<file path="src/rtl/sysid_pkg.sv">
// Shared types and constants for the system-ID checker: FSM states, responder
// word addresses, default expected words and small compare helpers.
package sysid_pkg;

  typedef enum logic [2:0] {
    IDLE  = 3'd0,
    RD_ID = 3'd1,
    WT_ID = 3'd2,
    RD_TS = 3'd3,
    WT_TS = 3'd4,
    DONE  = 3'd5
  } sysid_state_e;

  localparam logic ID_ADDR = 1'b0;
  localparam logic TS_ADDR = 1'b1;

  localparam logic [31:0] DEFAULT_EXPECTED_ID = 32'h0000_0000;
  localparam logic [31:0] DEFAULT_EXPECTED_TS = 32'h58AB_BDA5;

  function automatic logic word_mismatch(input logic [31:0] seen, input logic [31:0] expected);
    return (seen != expected);
  endfunction

  function automatic logic in_txn(input sysid_state_e st);
    logic r;
    case (st)
      RD_ID, WT_ID, RD_TS, WT_TS: r = 1'b1;
      default:                    r = 1'b0;
    endcase
    return r;
  endfunction

  function automatic logic is_read_state(input sysid_state_e st);
    logic r;
    case (st)
      RD_ID, RD_TS: r = 1'b1;
      default:      r = 1'b0;
    endcase
    return r;
  endfunction

endpackage

</file>
<file path="src/rtl/sysid_txn_timer.sv">
// Per-transaction timeout counter: clear/load/enable, saturating count, and an
// expired flag raised in the last permitted cycle of a transaction.
module sysid_txn_timer
  import sysid_pkg::*;
#(
  parameter int unsigned LIMIT = 255,
  parameter int unsigned CNT_W = 8
) (
  input  logic             clock,
  input  logic             reset,
  input  logic             clear,
  input  logic             load,
  input  logic [CNT_W-1:0] load_value,
  input  logic             enable,
  output logic             expired
);

  localparam logic [CNT_W-1:0] LAST    = CNT_W'(LIMIT - 1);
  localparam logic [CNT_W-1:0] CNT_MAX = {CNT_W{1'b1}};

  logic [CNT_W-1:0] count_r;

  // Count enabled cycles since the last clear, holding at the top value.
  always_ff @(posedge clock) begin
    if (reset) begin
      count_r <= {CNT_W{1'b0}};
    end else if (clear) begin
      count_r <= {CNT_W{1'b0}};
    end else if (load) begin
      count_r <= load_value;
    end else if (enable && (count_r != CNT_MAX)) begin
      count_r <= count_r + CNT_W'(1);
    end else begin
      count_r <= count_r;
    end
  end

  // The edge closing this cycle would complete LIMIT enabled cycles.
  assign expired = enable & (count_r >= LAST);

endmodule

</file>
<file path="config.mk">
export PLATFORM = sky130hd
export DESIGN_NAME = sysid_txn_timer
export DESIGN_NICKNAME = d
export VERILOG_FILES = /design/src/rtl/sysid_pkg.sv /design/src/rtl/sysid_txn_timer.sv
export SDC_FILE = /design/constraint.sdc
export NUM_CORES = 1
export LEC_CHECK = 0
export CORE_AREA = 5 5 42 44
export CTS_BUF_LIST = sky130_fd_sc_hd__clkbuf_2
export CTS_CLUSTER_DIAMETER = 60
export DETAILED_ROUTE_END_ITERATION = 12
export DIE_AREA = 0 0 47 49
export PLACE_DENSITY = 0.66
export SYNTH_ARGS = -nofsm -noshare
export SYNTH_HDL_FRONTEND = slang
export SYNTH_SLANG_ARGS = --single-unit
</file>
<file path="constraint.sdc">
create_clock -name clock -period 3.2 [get_ports clock]
set_clock_uncertainty 0.1 [all_clocks]
set_input_delay 0.64 -clock clock [delete_from_list [all_inputs] [get_ports clock]]
set_output_delay 0.64 -clock clock [all_outputs]
set_load 0.02 [all_outputs]
</file>
**Word-level counts from Yosys, hierarchy flattened**

Cells that the tools add are included.

- Mux-type cells: 2
- Reductions and logical operators: 3
- Bitwise gates (word level): 1
- Equality and inequality tests: 1
- Order comparisons: 1
- Add/subtract/negate cells: 1

Operators with widths:

| cell | count |
|---|---|
| 2-to-1 mux 8 bit | 2 |
| adder 8 x 1 -> 8 bit, second input constant | 1 |
| >= comparator 8 bit, second input constant | 1 |
| inequality test 8 bit, second input constant | 1 |
| nonzero test 2 bit | 1 |
| OR reduction 2 bit | 1 |
| AND 1 bit | 1 |
| logical AND 1 bit | 1 |

- Register bits: 8
- Input bits: 13
- Output and inout bits: 1
- Logic and storage cells: 10

**Logic depth before layout (Yosys ltp)**

- Word-level depth: 4
- Depth in mapped cells: 5
- Mapped depth without buffers: 5

**Worst setup path after synthesis**

No wires, ideal clock.

- Kind: input port to flip-flop
- From: in clear
- To: reg count_r[1]
- Stages on the path: 4
- Required time: 3.038 ns
- Data arrival time: 1.593 ns
- Buffers on the path: 1
- Library setup time: 0.062 ns
- Path slack: 1.445 ns
- Cell sequence: or2_2 > clkbuf_2 > or4_1 > nand3_1

- Cells in the longest elaborated chain, start to end: 1

Ends and longest elaborated chain:

| element | line | source |
|---|---|---|
| start, declared | sysid_txn_timer.sv:11 | `input logic clear,` |
| OR reduction 2 bit (no source line) | - |  |
| end signal, assigned | sysid_txn_timer.sv:26 | `count_r <= {CNT_W{1'b0}};` |
| end signal, assigned | sysid_txn_timer.sv:28 | `count_r <= {CNT_W{1'b0}};` |
| end signal, assigned | sysid_txn_timer.sv:30 | `count_r <= load_value;` |
| end, declared | sysid_txn_timer.sv:21 | `logic [CNT_W-1:0] count_r;` |

Every way passes these cells.
A chain may end at the register's enable or synchronous reset.

**Worst setup path after layout**

- From: in enable
- To: out expired

- Cells in the longest elaborated chain, start to end: 1

Ends and longest elaborated chain:

| element | line | source |
|---|---|---|
| start, declared | sysid_txn_timer.sv:14 | `input logic enable,` |
| AND 1 bit | sysid_txn_timer.sv:39 | `assign expired = enable & (count_r >= LAST);` |
| end, declared | sysid_txn_timer.sv:15 | `output logic expired` |

Every way passes these cells.

==> out/results.ini <==
[clocking]
clk_latency_ps=230
post_cts_resized=0
numCtsBuffers=3
clock-sinks=8
cts_tree=done
ctsHoldBuffers=0
clk_pin_slew_ps=80
root_buffer=clkbuf_2
cts_max_level=1
postCtsSetupBuffers=0
clock_path_buffers=2

[placed_design]
dp_hpwl_um=861
port_buffers=13
place.gp.congestion=0.764
place_area_sq_um=639

[power]
power_frac_comb=0.164
power_switching_share=0.259
leakagePower_nw=0.220
internal_power_w=0.000148
p_clk_frac=0.297
p_seq_frac=0.539
switchingPower_w=0.0000519
power_per_cell_area_nw_per_um2=305
vdd_drop_max_uv=121

[final_layout]
synthToLayoutAreaGrowth_pct=30.4
final_cell_area_sq_um=654
final_nets=95
postLayoutCoreUtil=0.467
largest_reg_flops=8
regMostFlops=count_r
drive_above_1_share=0.0769
top_regs=count_r x8
diodes=0

[critical_path]
critPathMaxFanout=7
r2r_slack_ps=1440
cp-end-kind=primary output
r2r-end=count_r[6]
worstPathArrival_ps=2080
r2r-start=count_r[1]
start_kind=primary input
crit_type=in -> out
rr_worst_depth=5
critPathRequiredTime_ps=2460

[job]
maxCapViolations=0

[global_route]
grt_pass1_wl_um=1790
overflow=0
grt_pass1_vias=392
antenna_found_initial=0
globalRouteTotalUtil=0.108
grt_max_degree=14

[die]
dieWidth_um=47
std_cell_rows=14
die_area_sq_um=2300
start_util=0.358
ios=14
die_y_um=49
core-area_sq_um=1400

[sta]
slew_headroom=0.690
final-setup-viol-count=0
setup_tns_ps=0
finalMaxSlewViolations=0
fmax_ghz=0.355
rsz0062_at_grt=no
holdWs_ps=449
timing.final.crit_share=0.880
min_period_ps=2820
hold_viol=0
worst_slew_pin_slew_ps=463

[run_status]
status=finished clean

[synth]
syn_avg_cell_area_sq_um=7.84
syn_inst=64
dominantRegCellSynth=dfxtp_1
synth.largest_area_cell=dfxtp_1
yosysUniqueCellTypes=25
synth_warnings=0
async_flop_share=0
synth-edff-count=0
yosys-top-cells-area=dfxtp_1 (32%), a21oi_1 (8.0%), nand3_1 (7.0%)
yosys-top-cells-count=a21oi_1 (8), dfxtp_1 (8), nand2_1 (7), nand3_1 (7), nor2_1 (5)
ys_seq_area_frac=0.319
yosysTopAreaCellShare=0.319
syn_nets=79
syn-cell-area_sq_um=502
synth-seq-cells=8

[detailed_routing]
viasPerCell=5.60
vias=526
post_drt_wl_per_cell_um=12.6
wirelength_um=1190
drc=0
antenna_left=0
drtIter0Drc=10
dr.pass1.iters=4

[min_path]
hold_end=count_r[4]
hold_depth=2
holdCritStartpoint=count_r[4]
hold_path.class=reg -> reg

## layout by cell type (no fill, tap or decap)
cell type         n
a211oi_1          1
or4b_1            1
and4_4            1
a311o_1           1
clkdlybuf4s50_1  13
a211o_1           1
and4_1            1
nand2_1           7
or3_1             2
ha_1              2
inv_1             2
or4_1             1
nor2_1            5
a21oi_1           8
a31oi_1           3
nor3b_1           1
xnor2_1           2
clkbuf_2          3
o211ai_1          2
nand3_1           7
nand4_1           3
a21boi_0          1
o21ai_2           1
dfxtp_1           8
or2_2             1
## through the flow
step | power [W] | instances | worst slack, ps
floorplan | 0.000124 | 64 | 1450
global placement | 0.000142 | 91 | 414
detailed placement | 0.000142 | 91 | 389
CTS | 0.000203 | 94 | 384
global route | 0.000212 | 94 | 322
finish | 0.000200 | 94 | 383
## logic make-up (layout without fill, tap and decap cells)
kind of cell               Yosys count  count (layout)  share of synthesized area
DFF                                  8               8                      0.319
buffers and inverters                4              18                     0.0399
and+or+nand+nor                     30              30                      0.324
xor gates and xnor gates             2               2                     0.0349
AOI/OAI and AO/OA                   18              18                      0.232
adders and majority gates            2               2                     0.0499
## cell type report
type / count / area, sq um
Timing Repair Buffer: 13 / 130
Inverter: 2 / 7.51
Clock buffer: 3 / 15.0
Multi-Input combinational cell: 52 / 322
Sequential cell: 8 / 160
Fill cell: 166 / 747
Tap cell: 16 / 20.0
## power groups by stage
stage	Combinational [W]	Clock, W	Sequential (W)
floorplan	0.0000148	0	0.000109
global placement	0.0000320	0	0.000110
detailed placement	0.0000326	0	0.000110
CTS	0.0000328	0.0000632	0.000108
global route	0.0000356	0.0000685	0.000108
finish	0.0000327	0.0000594	0.000108
## worst max-delay path: stages
cell	delay, ps
clkdlybuf4s50_1	610
o211ai_1	130
nor2_1	100
clkdlybuf4s50_1	600
## how the worst max path moves through the flow
| stage | cells past startpoint | slack (ps) | end | start |
|---|---|---|---|---|
| final | 4 | 380 | expired | enable |
| after global routing | 4 | 320 | expired | enable |
| after CTS | 4 | 380 | expired | enable |
| after detailed placement | 4 | 390 | expired | enable |
| after global placement | 4 | 410 | expired | enable |
| after floorplan | 4 | 1450 | count_r[1] | clear |
## metal layers
layer  track usage  vias to the layer above  routed length (um)
li1              -                      273                   -
met1         0.157                      231                 534
met2         0.131                       20                 539
met3        0.0332                        2                 103
met4        0.0691                        0                  11
met5             0                        -                   0
No activity file was read; power rests on OpenSTA's default activity.
